[src/rtl/bpm_estimator_if.sv]
// Purpose: tempo bus between the audio beat detector and the filter-stack controller.
// Latency: n/a (signal bundle only).
// Backpressure: none; beat_in is a raw level, the outputs are free-running pulses/levels.
interface bpm_estimator_if #(
   parameter int W = 8
);
   logic         beat_in;
   logic         beat_detected;
   logic [W-1:0] BPM_estimate;
   logic         bpm_update;

   // Estimator side: consumes the onset, produces beat and tempo.
   modport master (
      input  beat_in,
      output beat_detected,
      output BPM_estimate,
      output bpm_update
   );

   // Environment side: drives the onset, observes beat and tempo.
   modport slave (
      output beat_in,
      input  beat_detected,
      input  BPM_estimate,
      input  bpm_update
   );
endinterface

[src/rtl/bpm_estimator.sv]
// Purpose: edge-detect onsets, gate them with a refractory window, measure the
//          inter-beat interval in ms and divide 60000 by it to get BPM.
// Latency: beat_detected 1 cycle after the rise; BPM_estimate/bpm_update 17 cycles after it.
// Backpressure: none; rises arriving while dividing or inside the refractory window are dropped.
// Optional feature: define BPM_SMOOTHING_EN for a 3:1 running average of the estimate.
module bpm_estimator #(
   parameter int CLK_FREQ_HZ = 50_000_000,
   parameter int MAX_BPM     = 240,
   parameter int MIN_BPM     = 40
) (
   input logic           clk,
   input logic           reset,
   bpm_estimator_if.master bus
);

   localparam int unsigned PRESC_N    = CLK_FREQ_HZ / 1000;
   localparam int          PW         = (PRESC_N > 1) ? $clog2(PRESC_N) : 1;
   localparam logic [PW-1:0] PRESC_TC = PW'(PRESC_N - 1);
   localparam int          BW         = $clog2(MAX_BPM + 1);
   localparam logic [15:0] REFRACT_MS = 16'(60000 / MAX_BPM);
   localparam logic [15:0] TIMEOUT_MS = 16'(60000 / MIN_BPM);
   localparam logic [15:0] DIVIDEND   = 16'd60000;
   localparam logic [15:0] MAX_Q      = 16'(MAX_BPM);

   typedef enum logic [1:0] {IDLE, MEASURE, DIVIDE} state_t;

   state_t         state;
   logic [PW-1:0]  presc;
   logic [15:0]    ms_cnt;
   logic           beat_q;
   logic           tick;
   logic           rise;
   logic           timeout_hit;
   logic           accept;

   logic [15:0]    div_d;
   logic [15:0]    div_q;
   logic [15:0]    div_r;
   logic [3:0]     iter;
   logic [16:0]    r_sh;
   logic           r_ge;
   logic [15:0]    r_nx;
   logic [15:0]    q_nx;
   logic [15:0]    q_sat;
   logic [BW-1:0]  q_clamp;
   logic [BW-1:0]  bpm_new;

   logic           beat_det_r;
   logic           bpm_upd_r;
   logic [BW-1:0]  bpm_r;

   assign tick = (presc == PRESC_TC);
   assign rise = bus.beat_in & ~beat_q;

   // Timeout fires in the tick cycle that would carry ms_cnt onto TIMEOUT_MS,
   // so the zero estimate appears in the same cycle ms_cnt reads TIMEOUT_MS.
   assign timeout_hit = (state == MEASURE) &&
                        ((tick && (ms_cnt == TIMEOUT_MS - 16'd1)) || (ms_cnt >= TIMEOUT_MS));

   // A timeout beats a coincident rise; rises during DIVIDE always lie inside the refractory window.
   assign accept = rise && ((state == IDLE) ||
                            ((state == MEASURE) && !timeout_hit && (ms_cnt >= REFRACT_MS)));

   // One restoring-division step: shift in the next dividend bit, subtract if it fits.
   always_comb begin
      r_sh = {div_r, div_q[15]};
      r_ge = (r_sh >= {1'b0, div_d});
      r_nx = r_ge ? 16'(r_sh - {1'b0, div_d}) : r_sh[15:0];
      q_nx = {div_q[14:0], r_ge};
   end

   // Clamp on the full 16-bit quotient, narrow only afterwards.
   assign q_sat   = (q_nx > MAX_Q) ? MAX_Q : q_nx;
   assign q_clamp = BW'(q_sat);

`ifdef BPM_SMOOTHING_EN
   logic [9:0] smooth_sum;
   assign smooth_sum = 10'(bpm_r) * 10'd3 + 10'(q_clamp);
   assign bpm_new    = (div_d == 16'd0) ? '0 :
                       (bpm_r == '0)    ? q_clamp : BW'(smooth_sum >> 2);
`else
   assign bpm_new    = (div_d == 16'd0) ? '0 : q_clamp;
`endif

   // Onset edge detector register.
   always_ff @(posedge clk or posedge reset) begin
      if (reset) beat_q <= 1'b0;
      else       beat_q <= bus.beat_in;
   end

   // Millisecond prescaler and saturating ms counter, restarted by each accepted beat.
   always_ff @(posedge clk or posedge reset) begin
      if (reset) begin
         presc  <= '0;
         ms_cnt <= '0;
      end else if (accept) begin
         presc  <= '0;
         ms_cnt <= '0;
      end else begin
         presc <= tick ? '0 : presc + 1'b1;
         if (tick && (ms_cnt != 16'hFFFF)) ms_cnt <= ms_cnt + 16'd1;
      end
   end

   // Control FSM with the divider datapath and registered outputs.
   always_ff @(posedge clk or posedge reset) begin
      if (reset) begin
         state      <= IDLE;
         div_d      <= '0;
         div_q      <= '0;
         div_r      <= '0;
         iter       <= '0;
         beat_det_r <= 1'b0;
         bpm_upd_r  <= 1'b0;
         bpm_r      <= '0;
      end else begin
         beat_det_r <= 1'b0;
         bpm_upd_r  <= 1'b0;
         case (state)
            IDLE: begin
               if (accept) begin
                  beat_det_r <= 1'b1;
                  state      <= MEASURE;
               end
            end
            MEASURE: begin
               if (timeout_hit) begin
                  bpm_r     <= '0;
                  bpm_upd_r <= 1'b1;
                  state     <= IDLE;
               end else if (accept) begin
                  beat_det_r <= 1'b1;
                  div_d      <= ms_cnt;
                  div_q      <= DIVIDEND;
                  div_r      <= '0;
                  iter       <= '0;
                  state      <= DIVIDE;
               end
            end
            DIVIDE: begin
               div_q <= q_nx;
               div_r <= r_nx;
               iter  <= iter + 4'd1;
               if (iter == 4'd15) begin
                  bpm_r     <= bpm_new;
                  bpm_upd_r <= 1'b1;
                  state     <= MEASURE;
               end
            end
            default: state <= IDLE;
         endcase
      end
   end

   assign bus.beat_detected = beat_det_r;
   assign bus.bpm_update    = bpm_upd_r;
   assign bus.BPM_estimate  = bpm_r;

endmodule
[src/flat_wrapper.sv]
// flat-port wrapper written by rule: the top's interface ports become plain ports
module bpm_estimator_flat 
#(
   parameter int CLK_FREQ_HZ = 50_000_000,
   parameter int MAX_BPM     = 240,
   parameter int MIN_BPM     = 40
)
  (clk, reset, bus_beat_in, bus_beat_detected, bus_BPM_estimate, bus_bpm_update);
  bpm_estimator_if bus_i ();
  input logic clk;
  input logic reset;
  input wire logic [$bits(bus_i.beat_in)-1:0] bus_beat_in;
  output wire logic [$bits(bus_i.beat_detected)-1:0] bus_beat_detected;
  output wire logic [$bits(bus_i.BPM_estimate)-1:0] bus_BPM_estimate;
  output wire logic [$bits(bus_i.bpm_update)-1:0] bus_bpm_update;
  assign bus_i.beat_in = bus_beat_in;
  assign bus_beat_detected = bus_i.beat_detected;
  assign bus_BPM_estimate = bus_i.BPM_estimate;
  assign bus_bpm_update = bus_i.bpm_update;
  bpm_estimator #(.CLK_FREQ_HZ(CLK_FREQ_HZ), .MAX_BPM(MAX_BPM), .MIN_BPM(MIN_BPM)) u_core (.clk(clk), .reset(reset), .bus(bus_i));
endmodule
[config.mk]
export PLATFORM = sky130hd
export DESIGN_NAME = bpm_estimator_flat
export DESIGN_NICKNAME = d
export VERILOG_FILES = /design/src/rtl/bpm_estimator_if.sv /design/src/rtl/bpm_estimator.sv /design/src/flat_wrapper.sv
export SDC_FILE = /design/constraint.sdc
export NUM_CORES = 1
export LEC_CHECK = 0
export ABC_AREA = 1
export BUFFER_PORTS_ARGS = -buffer_cell sky130_fd_sc_hd__buf_2
export CAP_MARGIN = 30
export CORE_AREA = 4 4 143 76
export DETAILED_ROUTE_END_ITERATION = 10
export DIE_AREA = 0 0 147 80
export PLACE_DENSITY = 0.85
export SLEW_MARGIN = 5
export SYNTH_ARGS = -nofsm -noshare
export SYNTH_HDL_FRONTEND = slang
export SYNTH_SLANG_ARGS = --single-unit
[constraint.sdc]
create_clock -name clk -period 7.8 [get_ports clk]
set_clock_uncertainty 0.05 [all_clocks]
set_input_delay 0.78 -clock clk [delete_from_list [all_inputs] [get_ports clk]]
set_output_delay 0.78 -clock clk [all_outputs]
set_load 0.02 [all_outputs]
-- Word level (Yosys, flattened, before mapping)
Index checks and enable logic that the tools add are counted.
- register bits: 97
- logic and storage cells: 81
- add/subtract/negate cells: 4
- magnitude comparators: 4
- eq/ne operators: 12
- muxes and demuxes: 30
- bitwise logic cells: 3
- reductions and logical operators: 17
- operators with widths (kind ; count):
    two-way mux 16 bit ; 9
    case mux 16 bit (2 select lines) ; 2
    adder 16 x 1 -> 16 bit (second input constant) ; 2
    two-way mux 8 bit ; 4
    >= comparator 17 x 16 -> 1 bit ; 1
    equality test 16 x 11 -> 1 bit (second input constant) ; 1
    equality test 16 bit (second input constant) ; 1
    >= comparator 16 x 11 -> 1 bit (second input constant) ; 1
    >= comparator 16 x 8 -> 1 bit (second input constant) ; 1
    > comparator 16 x 8 -> 1 bit (second input constant) ; 1
    logical NOT 16 bit ; 1
    != test 16 bit (second input constant) ; 1
    case mux 8 bit (2 select lines) ; 1
    subtractor 16 bit ; 1
    AND reduction 3 bit ; 4
    two-way mux 2 bit ; 4
    two-way mux 4 bit ; 2
    != test 2 x 1 -> 1 bit (second input constant) ; 4
    case mux 4 bit (2 select lines) ; 1
    logical AND 1 bit ; 6
    case mux 2 bit (3 select lines) ; 1
    adder 4 x 1 -> 4 bit (second input constant) ; 1
    equality test 4 bit (second input constant) ; 1
    two-way mux 1 bit ; 4
    other kinds (11) ; 15

-- Depth between registers and ports, before layout
- word-level depth: 12
- mapped depth: 16
- depth with buffers taken out: 15

-- Worst setup path after synthesis
Ideal clock, no wire load.
- path kind: reg-to-reg
- from: reg u_core.div_r[12]
- to: reg u_core.div_r[0]
- library setup time: 0.117 ns
- arrival: 1.859 ns
- setup slack: 5.775 ns
- cell stages (with the launch flop): 13
- buffers on the path: 1
- period minus slack after synthesis: 2.025 ns
- path through: dfrtp_1 > ha_1 > nand2_1 > inv_1 > nand3b_1 > a21oi_1 > nor2_2 > nand2_2 > buf_4 > o21ai_0 > nor2_1 > nand2_1 > nand2_1
- word-level cells in the longest chain between the ends: 3
- RTL lines (element ; line ; source):
    start, declared ; bpm_estimator.sv:38 ; logic [15:0] div_r;
    start signal, assigned ; bpm_estimator.sv:142 ; div_r <= r_nx;
    >= comparator 17 x 16 -> 1 bit ; bpm_estimator.sv:67 ; r_ge = (r_sh >= {1'b0, div_d});
    two-way mux 16 bit ; bpm_estimator.sv:68 ; r_nx = r_ge ? 16'(r_sh - {1'b0, div_d}) : r_sh[15:0];
    case mux 16 bit (2 select lines) ; bpm_estimator.sv:119 ; case (state)
No other way between the ends.
A chain may end at the register's enable or synchronous reset.

-- Worst setup path in the final report
- from: reg u_core.presc[0]
- to: reg u_core.div_r[0]
- word-level cells in the longest chain between the ends: 11
- elaborated cells between the ends (all ways): 12
- those cells by class: eq/ne: 3; reduce/logical: 9
- RTL lines (element ; line ; source):
    start, declared ; bpm_estimator.sv:28 ; logic [PW-1:0] presc;
    start signal, assigned ; bpm_estimator.sv:100 ; presc <= tick ? '0 : presc + 1'b1;
    equality test 16 bit (*) ; bpm_estimator.sv:52 ; assign tick = (presc == PRESC_TC);
    logical AND 1 bit (*) ; bpm_estimator.sv:58 ; ((tick && (ms_cnt == TIMEOUT_MS - 16'd1)) || (ms_cnt >= TIMEOUT_MS));
    logical OR 1 bit (*) ; bpm_estimator.sv:58 ;
    logical AND 1 bit (*) ; bpm_estimator.sv:57 ; assign timeout_hit = (state == MEASURE) &&
    logical NOT 1 bit ; bpm_estimator.sv:62 ; ((state == MEASURE) && !timeout_hit && (ms_cnt >= REFRACT_MS)));
    logical AND 1 bit (2 in a row) ; bpm_estimator.sv:62 ;
    logical OR 1 bit ; bpm_estimator.sv:61 ; assign accept = rise && ((state == IDLE) ||
    logical AND 1 bit ; bpm_estimator.sv:61 ;
    != test 2 x 1 -> 1 bit (no source line) ; -- ;
    AND reduction 3 bit (no source line) (*) ; -- ;
Every way passes the cells marked *; elsewhere a longest branch is shown, timed or not.

==> impl_metrics.tcl <==
set metrics [dict create \
    met2_usage_pct 41.26 \
    rows 25 \
    grt_pass1_wl_um 23200 \
    dr_total_vias 5232 \
    period_needed_ns 2.675 \
    track_usage_pct 24.35 \
    overflow 0 \
    power_density_mw_per_mm2 428.7 \
    clk_latency_ns 0.35 \
    cts-root-buf "clkbuf_16" \
    setup_viol 0 \
    fin_setup_tns_ns 0 \
    layout_common_cells "nand2_1 (246), inv_1 (103), dfrtp_1 (97), nor2_1 (86), nand3_1 (59)" \
    hold_class "input pin to async pin" \
    io_buffers 12 \
    max_slew.worst_pin.slew_ns 0.7536 \
    r2r_end "u_core.div_r[0]" \
    path_max_fanout 65 \
    cp_common_cell "nand2_1" \
    layout-drive-gt1-share_pct 10.64 \
    vias_per_cell 5.333 \
    coreArea_mm2 0.009415 \
    synth_seq_cells 97 \
    drc 0 \
    reg2reg_from "u_core.presc[0]" \
    grt_util_met3_pct 5.445 \
    cts_hold_buf 0 \
    syn_nets 864 \
    postRouteAntennaNets 0 \
    cp.arrival_ns 2.86 \
    worst_hold_slack_ns 0.4011 \
    antenna_found_initial 0 \
    cts_tree "yes" \
    instances_no_fill 981 \
    fin_nets 869 \
    synth_warnings 0 \
    synth_cell_types 40 \
    cp-endpoint "u_core.div_r[0]" \
    place_congestion 0.9653 \
    cts_resized 0 \
    max_clock_freq_mhz 373.8 \
    drt_iter0_drc 363 \
    htreeDepth 3 \
    wl_per_cell_um 13.55 \
    status "finished, final reports clean" \
    clkTransAtPathRegs_ns 0.06 \
    critPathSlowestCell "buf_4" \
    reg2reg_slack_ns 5.12 \
    drt-pass1-iter-count 5 \
    yosysSeqAreaShare_pct 39.28 \
    period_share_pct 34.30 \
    worstSetupPathType "flop to flop" \
    cts_num_sinks 97 \
    fp.dieW_um 147 \
    die_h_um 80 \
    cp-end-kind "flop" \
    synth_edf_count 0 \
    cts_setup_buffers 0 \
    nFillCells 762 \
    slew_headroom_pct 49.76 \
    syn_inst 836 \
    ios 13 \
    hpwl_um 9903 \
    worstSetupStartpoint "u_core.presc[0]" \
    drt-total-wl_um 13300 \
    finalMaxSlewViolations 0 \
    cts.path.max_buffers 2 \
    grt_max_degree 66 \
    cp_cell_sequence "ha_1 -> nand2_1 -> nor2_4 -> nand3_1 -> nor2_1 -> nand2_1 -> nand4_2 -> nand3_2 -> nand2_2 -> buf_4 -> inv_2 -> nand2_1 -> nand2_1" \
    cp_data_required_time_ns 7.99 \
    cts_buffers 9 \
    avgSynthCellArea_um2 7.392 \
    slowest_delay_ns 0.59 \
    first_global_vias 4933 \
    leakagePower_nw 3.246 \
    grt_use_met1_pct 32.67 \
    hold_violations 0 \
    syn_area_mm2 0.006180 \
    synthFlopType "dfrtp_1" \
    synthArstFlopShare_pct 100.0 \
    start_util_pct 65.63 \
    start_kind "flop" \
    dp_cells 965 \
    r2r_cells 13 \
    num_antenna_cells 0 \
    die-area_mm2 0.01176 \
    area_delta_synth_final_pct 6.783 \
    drv_cap 0 \
    gr-max-usage-layer "met2" \
    grt_setup_unrepaired "false" \
    final_common_cell "nand2_1" \
    vdd_ir_drop_max_v 0.0002418 \
]
-- per-layer routing --
layer / vias to the layer above / part of all wire [%]
met3: 12 / 5.3
met2: 124 / 47
li1: 2657 / -
met4: 0 / 0.68
met5: - / 0
met1: 2439 / 47
-- stage by stage --
stage	util, %	power (mW)	area [µm²]	setup slack [ns]
after floorplan	-	2.064	6180	4.436
after global placement	66.70	2.286	6280	5.274
after detailed placement	66.70	2.325	6280	5.153
after CTS	70.09	2.814	6599	5.149
after global routing	70.09	3.098	6599	4.862
final	70.09	2.829	6599	5.125
-- state kept, by name, indices dropped and copies added (netlist names) --
name                      cells
u_core.bus.beat_detected      1
u_core.bus.BPM_estimate       8
u_core.div_q                 16
u_core.bus.bpm_update         1
u_core.presc                 16
u_core.beat_q                 1
u_core.ms_cnt                16
u_core.div_d                 16
u_core.state                  2
u_core.div_r                 16
u_core.iter                   4
-- how the worst min path moves through the flow --
stage | from | to | slack, ns | depth (start not counted)
4_1_cts | reset | u_core.presc[11] | 0.42 | 2
2_1_floorplan | u_core.presc[0] | u_core.presc[0] | 0.39 | 1
6_report | reset | u_core.state[0] | 0.40 | 2
3_5_place_dp | u_core.bus.BPM_estimate[1] | u_core.bus.BPM_estimate[1] | 0.41 | 2
5_1_grt | reset | u_core.ms_cnt[13] | 0.44 | 2
3_3_place_gp | u_core.presc[0] | u_core.presc[0] | 0.40 | 1
-- synth_stat cells (2+ instances only) --
master	instances	area (µm²)
nand2_1	246	923.4
and2_1	3	18.77
a21oi_1	15	75.07
nand4_1	18	112.6
buf_4	3	22.52
dfrtp_1	97	2427
nor3_1	12	60.06
clkbuf_1	5	18.77
nor2_4	3	33.78
xor2_1	26	227.7
ha_1	24	300.3
buf_2	6	30.03
nand3_2	2	20.02
or2_2	3	18.77
nand3_1	59	295.3
o21ai_0	17	85.08
o21ai_2	22	192.7
nor3b_1	3	22.52
nor2_2	10	62.56
xnor2_1	2	17.52
inv_2	3	11.26
nand2_2	11	68.82
nor4_1	7	43.79
nor2_1	86	322.8
o21ai_1	18	90.09
buf_6	6	67.56
a21oi_2	2	17.52
inv_1	104	390.4
nand3b_1	12	90.09
-- worst max-delay path, delay by kind of cell (launching register included) --
family / cells / cell delay [ns]
simple gates: 10 / 1.12
fa+ha+maj: 1 / 0.18
buf+inv: 2 / 0.81
flops: 1 / 0.39
-- final cells by class --
cell class	count	area, µm²	share of cell area (%)
inverters	107	404.1	6.124
repair buffers	15	82.58	1.251
multi-input cells	611	3197	48.45
clock inverters	6	90.09	1.365
well taps	135	168.9	2.560
flip-flops and latches	97	2427	36.78
clock buffers	10	229.0	3.470
-- power by group --
part	total [mW]	internal (mW)	leakage [nW]	switching [mW]
sequential	0.710	0.611	1.32	0.0992
clock	0.473	0.282	0.153	0.190
combinational	1.65	0.517	1.78	1.13
-- logic make-up after synthesis --
| kind of cell | count (synthesis) | synth area share, % |
|---|---|---|
| buffers and inverters | 128 | 8.989 |
| XOR/XNOR | 28 | 3.968 |
| AO/OA/AOI/OAI | 79 | 8.119 |
| AND/OR/NAND/NOR | 479 | 34.46 |
| adder cells (fa/ha/maj) | 25 | 5.183 |
| flip-flops | 97 | 39.28 |
No activity file was read; power rests on OpenSTA's default activity.
